File: config.mk
export PLATFORM = sky130hd
export DESIGN_NAME = ps2_host_tx_flat
export DESIGN_NICKNAME = d
export VERILOG_FILES = /design/src/rtl/ps2_host_tx_pkg.sv /design/src/rtl/ps2_host_tx_if.sv /design/src/rtl/ps2_line_filter.sv /design/src/rtl/ps2_host_tx.sv /design/src/flat_wrapper.sv
export SDC_FILE = /design/constraint.sdc
export NUM_CORES = 1
export LEC_CHECK = 0
export CORE_MARGIN = 5
export CORE_UTILIZATION = 63
export CTS_CLUSTER_DIAMETER = 30
export DETAILED_ROUTE_END_ITERATION = 12
export HOLD_SLACK_MARGIN = 0.05
export PLACE_DENSITY = 0.9
export SETUP_SLACK_MARGIN = 0.1
export SYNTH_ARGS = -nofsm -noshare
export SYNTH_HDL_FRONTEND = slang
export SYNTH_SLANG_ARGS = --single-unit
File: constraint.sdc
create_clock -name CLOCK_50 -period 6.2 [get_ports CLOCK_50]
set_input_delay 1.24 -clock CLOCK_50 [delete_from_list [all_inputs] [get_ports CLOCK_50]]
set_output_delay 1.24 -clock CLOCK_50 [all_outputs]
set_load 0.05 [all_outputs]
File: src/rtl/ps2_host_tx_pkg.sv
// Shared definitions for the PS/2 host-to-device transmitter: state encoding,
// default timing, frame layout and common keyboard command codes.
package ps2_host_tx_pkg;

  localparam int unsigned CNT_W   = 20;
  localparam int unsigned BIT_W   = 4;
  localparam int unsigned FRAME_W = 10;

  localparam int unsigned DEF_INHIBIT_CYCLES = 6000;    // 120 us at 50 MHz
  localparam int unsigned DEF_TIMEOUT_CYCLES = 750000;  // 15 ms at 50 MHz
  localparam int unsigned DEF_FILTER_LEN     = 8;

  localparam logic [7:0] CMD_SET_LEDS = 8'hED;
  localparam logic [7:0] CMD_ENABLE   = 8'hF4;
  localparam logic [7:0] CMD_RESET    = 8'hFF;

  // bitcnt value seen at the falling edge that puts the stop bit on the line
  localparam logic [BIT_W-1:0] LAST_BIT = BIT_W'(9);

  typedef enum logic [2:0] {
    ST_IDLE      = 3'd0,
    ST_INHIBIT   = 3'd1,
    ST_SEND      = 3'd2,
    ST_ACK       = 3'd3,
    ST_WAIT_IDLE = 3'd4
  } state_t;

  typedef struct packed {
    logic       stop;
    logic       parity;
    logic [7:0] data;
  } frame_t;

  // Frame shifted out LSB first: data, odd parity, stop.
  function automatic frame_t make_frame(input logic [7:0] data);
    frame_t f;
    f.stop   = 1'b1;
    f.parity = ~^data;
    f.data   = data;
    return f;
  endfunction

endpackage

File: src/rtl/ps2_host_tx_if.sv
// Command handshake and status between a bus-mapped requester and the PS/2 transmitter.
interface ps2_host_tx_if;
  logic [7:0] tx_data;
  logic       tx_valid;
  logic       tx_ready;
  logic       busy;
  logic       tx_done;
  logic       tx_ack_ok;
  logic       tx_error;

  modport master (
    output tx_data, tx_valid,
    input  tx_ready, busy, tx_done, tx_ack_ok, tx_error
  );

  modport slave (
    input  tx_data, tx_valid,
    output tx_ready, busy, tx_done, tx_ack_ok, tx_error
  );
endinterface

File: src/rtl/ps2_line_filter.sv
// Two-flop synchronizer plus run-length glitch filter for a PS/2 line; emits a
// one-cycle strobe when the filtered level goes 1 -> 0.
module ps2_line_filter #(
  parameter int unsigned FILTER_LEN = 8
) (
  input  logic clk,
  input  logic rst_n,
  input  logic pin,
  output logic level,
  output logic fall
);

  localparam int unsigned RUN_W = (FILTER_LEN > 1) ? $clog2(FILTER_LEN) : 1;
  localparam logic [RUN_W-1:0] RUN_LAST = RUN_W'(FILTER_LEN - 1);

  logic [1:0]       sync_q;
  logic [RUN_W-1:0] run_q;
  logic             level_q;
  logic             fall_q;

  // A new level is adopted only after FILTER_LEN consecutive differing samples.
  always_ff @(posedge clk or negedge rst_n) begin
    if (!rst_n) begin
      sync_q  <= 2'b11;
      run_q   <= '0;
      level_q <= 1'b1;
      fall_q  <= 1'b0;
    end else begin
      sync_q <= {sync_q[0], pin};
      fall_q <= 1'b0;
      if (sync_q[1] == level_q) begin
        run_q <= '0;
      end else if (run_q == RUN_LAST) begin
        run_q   <= '0;
        level_q <= sync_q[1];
        fall_q  <= ~sync_q[1];
      end else begin
        run_q <= run_q + RUN_W'(1);
      end
    end
  end

  assign level = level_q;
  assign fall  = fall_q;

endmodule

File: src/rtl/ps2_host_tx.sv
// PS/2 host-to-device transmitter: inhibits the clock, issues the start bit,
// shifts a command frame on device clock edges, then collects the device ACK.
module ps2_host_tx
  import ps2_host_tx_pkg::*;
#(
  parameter int unsigned INHIBIT_CYCLES = DEF_INHIBIT_CYCLES,
  parameter int unsigned TIMEOUT_CYCLES = DEF_TIMEOUT_CYCLES,
  parameter int unsigned FILTER_LEN     = DEF_FILTER_LEN
) (
  input  logic         CLOCK_50,
  input  logic         KEY0,
  ps2_host_tx_if.slave bus,
  input  logic         ps2_clk_in,
  input  logic         ps2_dat_in,
  output logic         ps2_clk_drive_low,
  output logic         ps2_dat_drive_low
);

  localparam logic [CNT_W-1:0] INHIBIT_LAST = CNT_W'(INHIBIT_CYCLES - 1);
  localparam logic [CNT_W-1:0] TIMEOUT_LAST = CNT_W'(TIMEOUT_CYCLES - 1);

  logic               clk_level;
  logic               clk_fall;
  logic [1:0]         dat_sync_q;
  logic               dat_sync;

  state_t             state, state_n;
  logic [CNT_W-1:0]   cnt, cnt_n;
  logic [BIT_W-1:0]   bitcnt, bitcnt_n;
  logic [FRAME_W-1:0] shreg, shreg_n;
  logic               ack, ack_n;
  logic               done_ev, err_ev;

  logic ready_q, busy_q, done_q, ack_ok_q, err_q, clk_low_q, dat_low_q;
  logic ready_n, busy_n, clk_low_n, dat_low_n;

  ps2_line_filter #(.FILTER_LEN(FILTER_LEN)) u_clk_filter (
    .clk   (CLOCK_50),
    .rst_n (KEY0),
    .pin   (ps2_clk_in),
    .level (clk_level),
    .fall  (clk_fall)
  );

  // Data line needs only synchronizing; it is sampled on filtered clock events.
  always_ff @(posedge CLOCK_50 or negedge KEY0) begin
    if (!KEY0) dat_sync_q <= 2'b11;
    else       dat_sync_q <= {dat_sync_q[0], ps2_dat_in};
  end
  assign dat_sync = dat_sync_q[1];

  // State, datapath and registered outputs.
  always_ff @(posedge CLOCK_50 or negedge KEY0) begin
    if (!KEY0) begin
      state     <= ST_IDLE;
      cnt       <= '0;
      bitcnt    <= '0;
      shreg     <= '0;
      ack       <= 1'b0;
      ready_q   <= 1'b1;
      busy_q    <= 1'b0;
      done_q    <= 1'b0;
      ack_ok_q  <= 1'b0;
      err_q     <= 1'b0;
      clk_low_q <= 1'b0;
      dat_low_q <= 1'b0;
    end else begin
      state     <= state_n;
      cnt       <= cnt_n;
      bitcnt    <= bitcnt_n;
      shreg     <= shreg_n;
      ack       <= ack_n;
      ready_q   <= ready_n;
      busy_q    <= busy_n;
      done_q    <= done_ev;
      ack_ok_q  <= done_ev & ack;
      err_q     <= err_ev;
      clk_low_q <= clk_low_n;
      dat_low_q <= dat_low_n;
    end
  end

  // Next state and datapath.
  always_comb begin
    state_n  = state;
    cnt_n    = cnt;
    bitcnt_n = bitcnt;
    shreg_n  = shreg;
    ack_n    = ack;
    done_ev  = 1'b0;
    err_ev   = 1'b0;

    unique case (state)
      ST_IDLE: begin
        if (bus.tx_valid && ready_q) begin
          state_n  = ST_INHIBIT;
          shreg_n  = make_frame(bus.tx_data);
          bitcnt_n = '0;
          cnt_n    = '0;
        end
      end
      ST_INHIBIT: begin
        if (cnt == INHIBIT_LAST) begin
          state_n = ST_SEND;
          cnt_n   = '0;
        end else begin
          cnt_n = cnt + CNT_W'(1);
        end
      end
      ST_SEND: begin
        if (clk_fall) begin
          shreg_n  = {1'b0, shreg[FRAME_W-1:1]};
          bitcnt_n = bitcnt + BIT_W'(1);
          if (bitcnt == LAST_BIT) state_n = ST_ACK;
        end
      end
      ST_ACK: begin
        if (clk_fall) begin
          ack_n   = ~dat_sync;
          state_n = ST_WAIT_IDLE;
        end
      end
      ST_WAIT_IDLE: begin
        if (clk_level && dat_sync) begin
          done_ev = 1'b1;
          state_n = ST_IDLE;
        end
      end
      default: state_n = ST_IDLE;
    endcase

    // Device-silence watchdog; a falling edge in the same cycle wins.
    if (state inside {ST_SEND, ST_ACK, ST_WAIT_IDLE}) begin
      if (clk_fall) begin
        cnt_n = '0;
      end else if (cnt == TIMEOUT_LAST && !done_ev) begin
        err_ev  = 1'b1;
        state_n = ST_IDLE;
      end else begin
        cnt_n = cnt + CNT_W'(1);
      end
    end
  end

  // Output values for the next cycle.
  always_comb begin
    ready_n   = (state_n == ST_IDLE) && !done_ev && !err_ev;
    busy_n    = ~ready_n;
    clk_low_n = (state_n == ST_INHIBIT);
    dat_low_n = dat_low_q;
    if (state == ST_SEND && clk_fall) dat_low_n = ~shreg[0];
    // Start bit goes out in the final inhibit cycle.
    if (state_n == ST_INHIBIT)        dat_low_n = (cnt_n == INHIBIT_LAST);
    if (state_n == ST_IDLE)           dat_low_n = 1'b0;
  end

  assign bus.tx_ready      = ready_q;
  assign bus.busy          = busy_q;
  assign bus.tx_done       = done_q;
  assign bus.tx_ack_ok     = ack_ok_q;
  assign bus.tx_error      = err_q;
  assign ps2_clk_drive_low = clk_low_q;
  assign ps2_dat_drive_low = dat_low_q;

endmodule

File: src/flat_wrapper.sv
// flat-port wrapper written by rule: the top's interface ports become plain ports
module ps2_host_tx_flat import ps2_host_tx_pkg::*;
#(
  parameter int unsigned INHIBIT_CYCLES = DEF_INHIBIT_CYCLES,
  parameter int unsigned TIMEOUT_CYCLES = DEF_TIMEOUT_CYCLES,
  parameter int unsigned FILTER_LEN     = DEF_FILTER_LEN
)
  (CLOCK_50, KEY0, ps2_clk_in, ps2_dat_in, ps2_clk_drive_low, ps2_dat_drive_low, bus_tx_data, bus_tx_valid, bus_tx_ready, bus_busy, bus_tx_done, bus_tx_ack_ok, bus_tx_error);
  ps2_host_tx_if bus_i ();
  input  logic CLOCK_50;
  input  logic KEY0;
  input  logic ps2_clk_in;
  input  logic ps2_dat_in;
  output logic ps2_clk_drive_low;
  output logic ps2_dat_drive_low;
  input wire logic [$bits(bus_i.tx_data)-1:0] bus_tx_data;
  input wire logic [$bits(bus_i.tx_valid)-1:0] bus_tx_valid;
  output wire logic [$bits(bus_i.tx_ready)-1:0] bus_tx_ready;
  output wire logic [$bits(bus_i.busy)-1:0] bus_busy;
  output wire logic [$bits(bus_i.tx_done)-1:0] bus_tx_done;
  output wire logic [$bits(bus_i.tx_ack_ok)-1:0] bus_tx_ack_ok;
  output wire logic [$bits(bus_i.tx_error)-1:0] bus_tx_error;
  assign bus_i.tx_data = bus_tx_data;
  assign bus_i.tx_valid = bus_tx_valid;
  assign bus_tx_ready = bus_i.tx_ready;
  assign bus_busy = bus_i.busy;
  assign bus_tx_done = bus_i.tx_done;
  assign bus_tx_ack_ok = bus_i.tx_ack_ok;
  assign bus_tx_error = bus_i.tx_error;
  ps2_host_tx #(.INHIBIT_CYCLES(INHIBIT_CYCLES), .TIMEOUT_CYCLES(TIMEOUT_CYCLES), .FILTER_LEN(FILTER_LEN)) u_core (.CLOCK_50(CLOCK_50), .KEY0(KEY0), .bus(bus_i), .ps2_clk_in(ps2_clk_in), .ps2_dat_in(ps2_dat_in), .ps2_clk_drive_low(ps2_clk_drive_low), .ps2_dat_drive_low(ps2_dat_drive_low));
endmodule
==> qor.yml, run 1 <==
status: "finished, final reports clean"
p_total_uw: 644
die_y_um: 78.5
nets: 337
slew-limit-headroom_pct: 27.8
reg2reg_slack_ps: 2980
dr.pass1.iters: 4
synth_area_mm2: 0.00296
synth_seq_cells: 54
postCtsSetupBuffers: 0
synthCells: 304
ant_nets: 0
initial_core_util_pct: 63.8
layout.cells.non_filler: 374
coreArea_mm2: 0.00463
ctsResizeCount: 0
grt_max_degree: 55
grt-ovfl-total: 0
path_class: "in2reg"
async_flop_share_pct: 100
path_clk_slew_ps: 100
min_period_ps: 3660
peakVddDrop_mv: 0.182
avgSynthCellArea_um2: 9.72
hold_path.class: "reg2reg"
critPathCapture: "u_core.ps2_dat_drive_low"
dp_hpwl_um: 4940
multiInputGateArea_mm2: 0.00151
drive_above_1_share_pct: 8.44
synthTopCellsByArea: "dfrtp_1 41%, dfstp_2 5.3%, a21oi_1 5.2%"
die_area_mm2: 0.00616
clk_latency_ps: 320
ys_seq_area_share_pct: 46.0
vias: 2444
finalSetupTns_ps: 0
dp.cells: 366
startpoint: "bus_tx_valid"
synth.most_common_cell: "dfrtp_1"
crit_required_ps: 6440
routed_wirelength_um: 6690
cts_buffer_depth: 2
crit_fanout: 12
end_kind: "flop"
area_growth_pct: 9.78
synth-warning-count: 0
antenna_found_initial: 0
tightest_slew_ps: 1080
globalplace.congestion: 0.978
synth_top_area_share_pct: 40.6
setup_viol: 0
grt_pass1_vias: 2365
leakagePower_nw: 1.33
slew_violations: 0
dr.first_iter.drc_count: 225
route.detailed.wl_per_inst_um: 17.9
avgViaCountPerCell: 6.53
rows: 25
finalHoldViolations: 0
finalCritPeriodShare_pct: 59.1
h-tree-depth: 2
regArea_mm2: 0.00136
syn-num-nets: 322
power_density_mw_per_mm2: 198
grt_setup_unrepaired: "false"
grt_pass1_wl_um: 11500
cts.sinks: 54
synth_top_cell_by_area: "dfrtp_1"
io_buffers: 19
skew_ps: 10.7
antenna_cells: 0
fill_cells: 352
max-cap-violations: 0
critPathArrivalTime_ps: 3900
ios: 20
synth_edf_count: 0
startpoint_type: "input port"
cts_tree: "built"
fp.dieW_um: 78.5
fin_ws_ps: 2540
ys_types: 65
rr_worst_depth: 9
cts-root-buf: "clkbuf_8"
r2r-start: "u_core.cnt[0]"
drc: 0
cts_buffers: 5
dp_slack_ps: 2300
ctsHoldBuffers: 0
synth_flop_cell: "dfrtp_1"
grtUsageTotal_pct: 23.4
rr_endpoint: "u_core.ps2_dat_drive_low"
max_freq_mhz: 273
synth_top_cells_by_count: "48 x dfrtp_1, 31 x a21oi_1, 27 x nand2_1, 27 x nor2_1, 11 x mux2i_1"
==> worst max-delay path: stages <==
cell,delay (ps)
clkdlybuf4s50_1,470
a21oi_1,130
or4_1,560
o211ai_1,520
nor2_1,170
or4_1,590
o31ai_2,220
==> placed cells by master (no fill, tap or decap), types with 5 or more instances in the layout <==
cell	synthesis	routed
o21ai_0	10	10
or3_1	7	7
ha_1	5	5
nand3_1	8	8
inv_1	6	6
clkbuf_8	0	5
nor2b_1	6	6
nand2_1	27	27
and2_1	7	7
nand4_1	8	8
a21oi_1	31	31
dfrtp_1	48	48
o31ai_1	5	5
nor3_1	5	5
nor2_1	27	27
clkdlybuf4s50_1	0	18
xnor2_1	6	6
dfstp_2	6	6
mux2i_1	11	11
==> flip-flops by register name, summed over array words and instances, names as in the netlist <==
name	flops
u_core.u_clk_filter.level	1
u_core.dat_sync_q	2
u_core.bus.tx_error	1
u_core.bus.tx_done	1
u_core.bus.tx_ready	1
u_core.shreg	10
u_core.bus.busy	1
u_core.ack	1
u_core.cnt	20
u_core.bus.tx_ack_ok	1
u_core.u_clk_filter.fall	1
u_core.u_clk_filter.sync_q	2
u_core.bitcnt	4
u_core.ps2_dat_drive_low	1
u_core.u_clk_filter.run_q	3
u_core.ps2_clk_drive_low	1
u_core.state	3
==> layer usage <==
metal	global-route usage, %	vias up	part of all wire, %
li1	-	1154	-
met1	33.0	1153	45
met3	5.85	18	7.6
met2	34.5	119	45
met5	0	-	0
met4	9.62	0	2.4
==> where the power goes <==
part / total (mW) / switching, mW / internal (mW)
Sequential: 0.384 / 0.0122 / 0.372
Combinational: 0.0521 / 0.0257 / 0.0264
Clock: 0.207 / 0.123 / 0.0846
==> layout make-up <==
type	instances	area share [%]
clock buffers	5	2.12
multi-input cells	232	46.4
repair buffers	20	5.94
inverters	6	0.694
well taps	54	2.08
clock inverters	3	0.887
flip-flops and latches	54	41.9
==> cells by family (layout without fill, tap and decap cells) <==
family	after synthesis	in the layout	synth area share, %
XOR/XNOR	10	10	2.96
AO/OA/AOI/OAI	80	80	18.2
adder cells (fa/ha/maj)	5	5	2.12
AND/OR/NAND/NOR	125	125	23.6
flip-flops	54	54	46.0
multiplexers	12	12	4.11
buffers and inverters	18	34	3.09
==> per-stage QoR <==
| stage | hold WS (ps) | cell area [um2] | utilization [%] |
|---|---|---|---|
| global route | 366 | 3240 | 70.1 |
| CTS | 361 | 3240 | 70.1 |
| detailed placement | 349 | 3150 | 68.0 |
| finish | 359 | 3240 | 70.1 |
| floorplan | 345 | 2960 | - |
| global placement | 346 | 3150 | 68.0 |
==> how the worst min path moves through the flow <==
| stage | start | endpoint | slack [ps] | depth (start not counted) |
|---|---|---|---|---|
| 6_report | u_core.u_clk_filter.sync_q[0] | u_core.u_clk_filter.sync_q[1] | 360 | 0 |
| 5_1_grt | u_core.u_clk_filter.sync_q[0] | u_core.u_clk_filter.sync_q[1] | 370 | 0 |
| 3_3_place_gp | u_core.dat_sync_q[0] | u_core.dat_sync_q[1] | 350 | 0 |
| 4_1_cts | u_core.u_clk_filter.sync_q[0] | u_core.u_clk_filter.sync_q[1] | 360 | 0 |
| 3_5_place_dp | u_core.dat_sync_q[0] | u_core.dat_sync_q[1] | 350 | 0 |
| 2_1_floorplan | u_core.dat_sync_q[0] | u_core.dat_sync_q[1] | 350 | 0 |
No activity file was read; power rests on OpenSTA's default activity.
==> run 2, diff against run 1 <==
- CORE_UTILIZATION: 63 -> 59
- PLACE_DENSITY: 0.9 -> 0.86
- clock period: 6.2 -> 3.6 ns (I/O delays scaled with it)
==> run 2 against run 1 <==
  * First-iteration DRC count is 40% higher
  * Combinational power increased by 69%
  * Utilization down 1.7 points
  * Highest routed layer unchanged
  * Critical endpoint unchanged
  * Sequential share of layout area is 0.35 points lower
  * Sequential power grew 72%
  * Wire length rose by 5.1%
  * Final cell count up 4.3%
  * Worst hold slack improved by 5.0 ps
  * Worst setup slack worse by 2000 ps
  * Die area increased by 5.9%
==> qor.yml, run 2 (synthesis results as in run 1) <==
status: "finished, final reports clean"
slowest_delay_ps: 550  # -40 ps
peakVddDrop_mv: 0.286  # +57%
ant_nets: 0  # unchanged
grt_setup_unrepaired: "false"
cts_tree: "built"
dr.pass1.iters: 5  # +1
routed_wirelength_um: 7030  # +5.1%
startpoint: "u_core.cnt[0]"
crit_fanout: 11  # -1
area_growth_pct: 10.7
hold_path.class: "reg2reg"
critical_path.cell_chain: "ha_1 > and3_1 > and4_1 > a21o_1 > and2_0 > o31a_1 > nor2_1 > or4_1 > o31ai_2"
postCtsSetupBuffers: 0  # unchanged
end_kind: "flop"
cts_buffers: 5  # unchanged
path_clk_slew_ps: 90  # about the same
max-cap-violations: 0  # unchanged
grt-ovfl-total: 0  # unchanged
place_area_mm2: 0.00319  # +1.2%
reg2reg_slack_ps: 520  # -2460 ps
reg_top3: "u_core.cnt: 20 flops, u_core.shreg: 10 flops, u_core.bitcnt: 4 flops"
avgViaCountPerCell: 6.53  # about the same
min_period_ps: 3080
io_buffers: 19  # unchanged
crit_required_ps: 3820  # -2620 ps
crit_slowest_cell: "or4_1"
critPathCapture: "u_core.ps2_dat_drive_low"
cts.sinks: 54  # unchanged
startpoint_type: "flop"
antenna_found_initial: 0  # unchanged
drc: 0  # unchanged
dp_slack_ps: 347  # -1960 ps
cts-root-buf: "clkbuf_8"
max_freq_mhz: 325
dp_hpwl_um: 5380  # +9.0%
rr_endpoint: "u_core.ps2_dat_drive_low"
slew_violations: 0  # unchanged
layout.cells.non_filler: 390  # +4.3%
leakagePower_nw: 1.34  # +0.82%
r2r-start: "u_core.cnt[0]"
drive_above_1_share_pct: 8.98  # +0.54 points
fp.dieW_um: 80.8  # +2.9%
mostFrequentLayoutCells: "48 x dfrtp_1, 31 x a21oi_1, 27 x nand2_1, 27 x nor2_1, 18 x clkdlybuf4s50_1"
regArea_mm2: 0.00136  # unchanged
largest-register: "u_core.cnt"
whs_ps: 364  # +4.97 ps
nets: 340  # +0.89%
h-tree-depth: 2  # unchanged
finalSetupTns_ps: 0  # unchanged
dr.first_iter.drc_count: 316  # +40%
ctsResizeCount: 0  # unchanged
skew_ps: 11.3  # +0.522 ps
multiInputGateArea_mm2: 0.00151  # unchanged
rows: 25  # unchanged
die_area_mm2: 0.00652  # +5.9%
rr_worst_depth: 9  # unchanged
coreArea_mm2: 0.00479  # +3.4%
initial_core_util_pct: 61.8  # -2.1 points
design_area_mm2: 0.00327  # +0.85%
cts_buffer_depth: 2  # unchanged
largest_reg_flops: 20  # unchanged
ios: 20  # unchanged
p_total_mw: 1.09  # +69%
setup_viol: 0  # unchanged
grt_pass1_vias: 2511  # +6.2%
fin_ws_ps: 521  # -2020 ps
vias: 2548  # +4.3%
grt_max_degree: 30  # -45%
path_class: "reg2reg"
dp.cells: 382  # +4.4%
finalHoldViolations: 0  # unchanged
route.detailed.wl_per_inst_um: 18.0  # +0.79%
critPathArrivalTime_ps: 3300  # -600 ps
final_util_pct: 68.4  # -1.7 points
die_y_um: 80.8  # +2.9%
clk_latency_ps: 320  # about the same
power_density_mw_per_mm2: 333  # +68%
tightest_slew_ps: 708  # -371 ps
ctsHoldBuffers: 0  # unchanged
grtUsageTotal_pct: 24.0  # +0.55 points
finalCritPeriodShare_pct: 85.5
mostFrequentLayoutCell: "dfrtp_1"
globalplace.congestion: 0.949  # -3.0%
antenna_cells: 0  # unchanged
slew-limit-headroom_pct: 52.3  # +25 points
fill_cells: 374  # +6.3%
grt_pass1_wl_um: 11900  # +3.7%
[run 2: worst min path at each step]
stage                                        from                       endpoint  slack (ps)  depth (start not counted)
CTS                 u_core.u_clk_filter.sync_q[0]  u_core.u_clk_filter.sync_q[1]         360                          0
finish              u_core.u_clk_filter.sync_q[0]  u_core.u_clk_filter.sync_q[1]         360                          0
global placement    u_core.u_clk_filter.sync_q[0]  u_core.u_clk_filter.sync_q[1]         350                          0
floorplan                    u_core.dat_sync_q[0]           u_core.dat_sync_q[1]         350                          0
global route                 u_core.dat_sync_q[0]           u_core.dat_sync_q[1]         370                          0
detailed placement  u_core.u_clk_filter.sync_q[0]  u_core.u_clk_filter.sync_q[1]         350                          0
[run 2: area by class of cell]
cell class / instances / share of cell area (%)
clock buffer: 6 / 2.22
clock inverter: 2 / 0.421
inverter: 6 / 0.688
multi-input combinational: 232 / 46.0
sequential: 54 / 41.5
tap: 67 / 2.56
timing repair buffer: 23 / 6.58
[run 2: worst max-delay path, delay by kind of cell, from the launching register on]
family / cells / cell delay, ps
flip-flops: 1 / 440
AO/OA/AOI/OAI: 3 / 790
AND/OR/NAND/NOR: 5 / 1510
adder cells (fa/ha/maj): 1 / 240
[run 2: layer usage]
layer	vias up	share of wire, %	GRT usage (%)
met5	-	0	0
met4	0	3.6	13.0
met3	30	8.7	5.32
met2	151	45	36.0
met1	1212	42	32.4
li1	1155	-	-
[run 2: where the power goes]
group          internal [mW]  switching, mW
logic                 0.0452         0.0426
clock network          0.138          0.202
registers              0.641         0.0204
total                  0.824          0.265
